`config.mk`:
```
export PLATFORM = sky130hd
export DESIGN_NAME = pr_bus_arbiter
export DESIGN_NICKNAME = d
export VERILOG_FILES = /design/src/rtl/pr_bus_arbiter.sv
export SDC_FILE = /design/constraint.sdc
export NUM_CORES = 1
export LEC_CHECK = 0
export BUFFER_PORTS_ARGS = -buffer_cell sky130_fd_sc_hd__clkbuf_2
export CORE_MARGIN = 1
export CORE_UTILIZATION = 42
export CTS_CLUSTER_DIAMETER = 30
export DETAILED_ROUTE_END_ITERATION = 8
export PLACE_DENSITY = 0.85
export SYNTH_ARGS = -nofsm -noshare
export SYNTH_HDL_FRONTEND = slang
export SYNTH_SLANG_ARGS = --single-unit
```
`constraint.sdc`:
```
create_clock -name clk -period 2 [get_ports clk]
set_clock_uncertainty 0.05 [all_clocks]
set_input_delay 0.4 -clock clk [delete_from_list [all_inputs] [get_ports clk]]
set_output_delay 0.4 -clock clk [all_outputs]
set_load 0.02 [all_outputs]
```
`src/rtl/pr_bus_arbiter.sv`:
```
// Two-master round-robin arbiter in front of the bridge's processor-side port.
// Every access takes a fixed ACCESS + DONE pair; locked masters may chain beats.
module pr_bus_arbiter #(
    parameter int          MAX_BURST = 4,
    parameter logic [29:0] DEV_LO    = 30'h00001FC0,
    parameter logic [29:0] DEV_HI    = 30'h00001FC7
) (
    input  logic        clk,
    input  logic        reset,
    input  logic        m0_req,
    input  logic        m0_lock,
    input  logic        m0_we,
    input  logic [29:0] m0_addr,
    input  logic [31:0] m0_wd,
    output logic        m0_gnt,
    output logic        m0_done,
    output logic [31:0] m0_rd,
    input  logic        m1_req,
    input  logic        m1_lock,
    input  logic        m1_we,
    input  logic [29:0] m1_addr,
    input  logic [31:0] m1_wd,
    output logic        m1_gnt,
    output logic        m1_done,
    output logic [31:0] m1_rd,
    output logic        err,
    output logic [29:0] PrAddr,
    output logic        PrWE,
    output logic [31:0] PrWD,
    input  logic [31:0] PrRD
);

    // state    | meaning
    // S_IDLE   | bus free, arbitrate between requesters
    // S_ACCESS | latched transaction driven to bridge, PrRD captured
    // S_DONE   | completion pulse to owner, optional locked re-grant
    localparam logic [1:0] S_IDLE   = 2'd0;
    localparam logic [1:0] S_ACCESS = 2'd1;
    localparam logic [1:0] S_DONE   = 2'd2;

    logic [1:0]  state_q, state_d;
    logic        rr_q, rr_d;
    logic        owner_q, owner_d;
    logic [3:0]  burst_q, burst_d;
    logic        we_q, we_d;
    logic [29:0] addr_q, addr_d;
    logic [31:0] wd_q, wd_d;
    logic [31:0] rd_q, rd_d;

    logic        in_range;
    logic        arb_sel;
    logic        src;
    logic        own_req;
    logic        own_lock;
    logic        busy;

    assign in_range = (addr_q >= DEV_LO) && (addr_q <= DEV_HI);
    assign arb_sel  = (m0_req && m1_req) ? rr_q : m1_req;
    // In IDLE the arbiter picks the source; in DONE only the owner can re-latch.
    assign src      = (state_q == S_IDLE) ? arb_sel : owner_q;
    assign own_req  = owner_q ? m1_req  : m0_req;
    assign own_lock = owner_q ? m1_lock : m0_lock;

    always_comb begin
        state_d = state_q;
        rr_d    = rr_q;
        owner_d = owner_q;
        burst_d = burst_q;
        we_d    = we_q;
        addr_d  = addr_q;
        wd_d    = wd_q;
        rd_d    = rd_q;
        case (state_q)
            S_IDLE: begin
                if (m0_req || m1_req) begin
                    owner_d = src;
                    we_d    = src ? m1_we   : m0_we;
                    addr_d  = src ? m1_addr : m0_addr;
                    wd_d    = src ? m1_wd   : m0_wd;
                    burst_d = 4'd1;
                    state_d = S_ACCESS;
                end
            end
            S_ACCESS: begin
                rd_d    = in_range ? PrRD : 32'h0;
                state_d = S_DONE;
            end
            S_DONE: begin
                rr_d = ~owner_q;
                if (own_lock && own_req && (burst_q < 4'(MAX_BURST))) begin
                    we_d    = src ? m1_we   : m0_we;
                    addr_d  = src ? m1_addr : m0_addr;
                    wd_d    = src ? m1_wd   : m0_wd;
                    burst_d = burst_q + 4'd1;
                    state_d = S_ACCESS;
                end else begin
                    state_d = S_IDLE;
                end
            end
            default: state_d = S_IDLE;
        endcase
    end

    always_ff @(posedge clk or negedge reset) begin
        if (!reset) begin
            state_q <= S_IDLE;
            rr_q    <= 1'b0;
            owner_q <= 1'b0;
            burst_q <= 4'd0;
            we_q    <= 1'b0;
            addr_q  <= 30'h0;
            wd_q    <= 32'h0;
            rd_q    <= 32'h0;
        end else begin
            state_q <= state_d;
            rr_q    <= rr_d;
            owner_q <= owner_d;
            burst_q <= burst_d;
            we_q    <= we_d;
            addr_q  <= addr_d;
            wd_q    <= wd_d;
            rd_q    <= rd_d;
        end
    end

    assign busy    = (state_q == S_ACCESS) || (state_q == S_DONE);
    assign m0_gnt  = busy & ~owner_q;
    assign m1_gnt  = busy &  owner_q;
    assign m0_done = (state_q == S_DONE) & ~owner_q;
    assign m1_done = (state_q == S_DONE) &  owner_q;
    assign m0_rd   = m0_done ? rd_q : 32'h0;
    assign m1_rd   = m1_done ? rd_q : 32'h0;
    assign err     = (state_q == S_DONE) & ~in_range;
    assign PrAddr  = busy ? addr_q : 30'h0;
    assign PrWD    = busy ? wd_q : 32'h0;
    assign PrWE    = (state_q == S_ACCESS) & we_q & in_range;

endmodule

```
==> impl_metrics.csv <==
group,metric,value,unit
timing,maxSlewViolCount,0,
detailed_routing,viasPerCell,5.67,
clock_tree,h-tree-depth,3,
final_layout,drive_gt1_frac,0.669,
floorplanning,fp.dieW,119,um
synth,ys_seq_elements,103,
synth,syn_inst,589,
clock_tree,cts_inserted_buffers,9,
final_layout,stdcell_count,1107,
global_route,track_usage,0.297,
placed_design,place_area,7720,um^2
clock_tree,clk_pin_slew,0.07,ns
placed_design,io_buffers,295,
power_and_ir_drop,total_leakage_power,5.08,nW
setup_path,critPathCaptureType,"output port",
detailed_routing,drc,0,
setup_path,r2r-start,"state_q[0]",
synth,ys_seq_area_frac,0.447,
timing,rsz0062_at_grt,"true",
detailed_routing,antenna_violating_nets_post_route,0,
synth,synth.net_count,759,
synth,synth.largest_area_cell,"dfrtp_1",
placed_design,place_inst,1043,
timing,min_period_over_period,1.28,
final_layout,fill_cells,704,
clock_tree,cts_tree,"built",
synth,syn_area,5760,um^2
final_layout,postLayoutCoreUtil,0.816,
floorplanning,ioPinCount,296,
power_and_ir_drop,powerDensity,1820,nW/um^2
global_route,grt_pass1_wl,32.4,mm
detailed_routing,first_iter_violations,483,
detailed_routing,vias,6275,
timing,hold_viol_final,0,
detailed_routing,firstDrtPassIters,5,
setup_path,arrival,2.11,ns
timing,setup_ws,-0.556,ns
run_status,outcome,"finished, violations left",
floorplanning,fp.coreArea,13300,um^2
final_layout,syn_to_final_growth,88.4,%
run_status,violations,"setup timing",
clock_tree,clockBufferDepth,2,
global_route,overflow,0,
clock_tree,root_buffer,"clkbuf_16",
final_layout,final_common_cell,"clkbuf_2",
floorplanning,start_util,0.433,
worst_hold_path,hp-start,"PrRD[24]",
final_layout,n_antenna_cell,0,
floorplanning,dieHeight,119,um
setup_path,critical_path_class,"register to output port",
synth,synth_top_area_frac,0.447,
placed_design,dp_hpwl,11.8,mm
run,drv_cap,0,
global_route,grt_max_degree,53,
final_layout,finish.instance_area,10900,um^2
detailed_routing,wl_per_cell,22.1,um
synth,yosys-top-cells-area,"dfrtp_1 (45%), mux2i_1 (11%), and2_1 (10%), a21oi_1 (5.5%), nor3_1 (5.5%)",
timing,relSlewSlack,0.673,
floorplanning,die-area,14200,um^2
placed_design,place.gp.congestion,0.786,
global_route,grt_pass1_vias,6144,
final_layout,final_nets,1096,
timing,holdWs,0.228,ns
setup_path,worstSetupStartpointType,"register",
power_and_ir_drop,irDropWorstVdd,1.48,mV
setup_path,cp-startpoint,"addr_q[15]",
setup_path,crit_fanout,2,
timing,setup_viol,224,
detailed_routing,finalWirelength,24.5,mm
clock_tree,clock_latency,0.35,ns
setup_path,crit_required,1.55,ns
floorplanning,fp-row-count,42,
power_and_ir_drop,p_total,0.0198,W
timing,tightest_slew,0.490,ns
timing,fmax,391,MHz
synth,synth.avg_cell_area,9.78,um^2
timing,fin_crit,2.56,ns
global_route,grt_antenna_before_repair,0,
synth,synth_cell_types,34,
final_layout,layout_common_cells,"clkbuf_2 (165), dfrtp_1 (102), buf_8 (98), and2_4 (94), mux2i_1 (64)",
clock_tree,cts_num_sinks,103,
worst_hold_path,hold_path_class,"input pin to register",
synth,yosysWarnings,0,
## what timing repair did
| action | in CTS | in global routing |
|---|---|---|
| endpoints found under the hold margin | 33 | 0 |
| setup buffers | 22 | 14 |
| hold buffers | 1 | 0 |
| pin swaps | 30 | 32 |
| gates resized for setup | 293 | 374 |
| endpoints found under the setup margin | 156 | 231 |
| cloned | 16 | 8 |
## critical path, cell delays in order (launching register included)
cell      delay (ns)
dfrtp_1         0.40
nor4b_2         0.35
nand4_2         0.17
nor4_4          0.30
buf_4           0.18
and2b_2         0.22
clkbuf_2        0.15
## kinds of logic after synthesis
family | Yosys count | synth area share
adder cells (fa/ha/maj) | 6 | 0.0130
flip-flops | 103 | 0.447
buffers and inverters | 59 | 0.0460
AO/OA/AOI/OAI | 103 | 0.113
AND/OR/NAND/NOR | 253 | 0.268
multiplexers | 65 | 0.113
## synthesized netlist by cell type
| cell type | number |
|---|---|
| nand2_1 | 5 |
| and2_1 | 95 |
| dfrtp_1 | 103 |
| or3b_1 | 1 |
| or2_1 | 1 |
| a31o_1 | 29 |
| nor4b_2 | 2 |
| ha_1 | 6 |
| nand3_1 | 2 |
| a31o_2 | 3 |
| nor2_1 | 5 |
| a21oi_2 | 1 |
| o21ai_0 | 3 |
| nor4_2 | 3 |
| and2b_2 | 1 |
| o22ai_1 | 1 |
| and3_1 | 33 |
| nand3b_1 | 1 |
| and2_2 | 1 |
| nor4_4 | 1 |
| nor2b_1 | 37 |
| nand4_1 | 1 |
| inv_1 | 3 |
| a21o_1 | 1 |
| clkbuf_1 | 36 |
| buf_2 | 17 |
| nand4_2 | 1 |
| a22o_1 | 1 |
| mux2i_1 | 64 |
| buf_6 | 3 |
| a211oi_1 | 1 |
| mux2_2 | 1 |
| a21oi_1 | 63 |
| nor3_1 | 63 |
## path summary, 6_finish.rpt
check,cells past startpoint,endpoint,slack [ns]
min in group asynchronous,2,rd_q[6],0.56
worst min register to register,1,burst_q[0],0.45
worst max register to register,10,addr_q[0],-0.19
worst max-delay path,6,err,-0.56
worst min-delay path,2,rd_q[24],0.23
max in group asynchronous,3,addr_q[22],0.76
## state kept, by name (all words and copies together), names as in the netlist
register	cells
rd_q	32
wd_q	32
addr_q	30
burst_q	4
state_q	2
owner_q	1
rr_q	1
we_q	1
## layer usage
metal / global-route usage / wire [um] / up-vias / share of wire
met4: 0.123 / 846 / 0 / 0.035
li1: - / - / 2748 / -
met2: 0.536 / 12900 / 377 / 0.53
met3: 0.0512 / 1800 / 75 / 0.074
met5: 0 / 0 / - / 0
met1: 0.345 / 8930 / 3075 / 0.37
## through the flow
stage                     setup TNS, ns  setup WS, ns
final                            -26.65        -0.556
after global routing             -41.97        -0.627
after CTS                        -31.07        -0.501
after detailed placement         -0.147        -0.131
after global placement           -0.103        -0.103
after floorplan                 -0.0345       -0.0345
## cell type report
cell class	count	area, um^2	area share
clock inverters	6	67.6	0.00623
multi-input cells	427	3850	0.355
well taps	176	220	0.0203
clock buffers	10	239	0.0220
inverters	3	11.3	0.00104
flip-flops and latches	103	2580	0.238
repair buffers	382	3880	0.358
## power by group
group          leakage, nW  switching (W)  total [W]  internal [W]
logic                 3.70        0.00677     0.0145       0.00770
registers             1.24       0.000637    0.00344       0.00280
clock network        0.145       0.000838    0.00185       0.00101
Power figures use the tool's default switching activity.
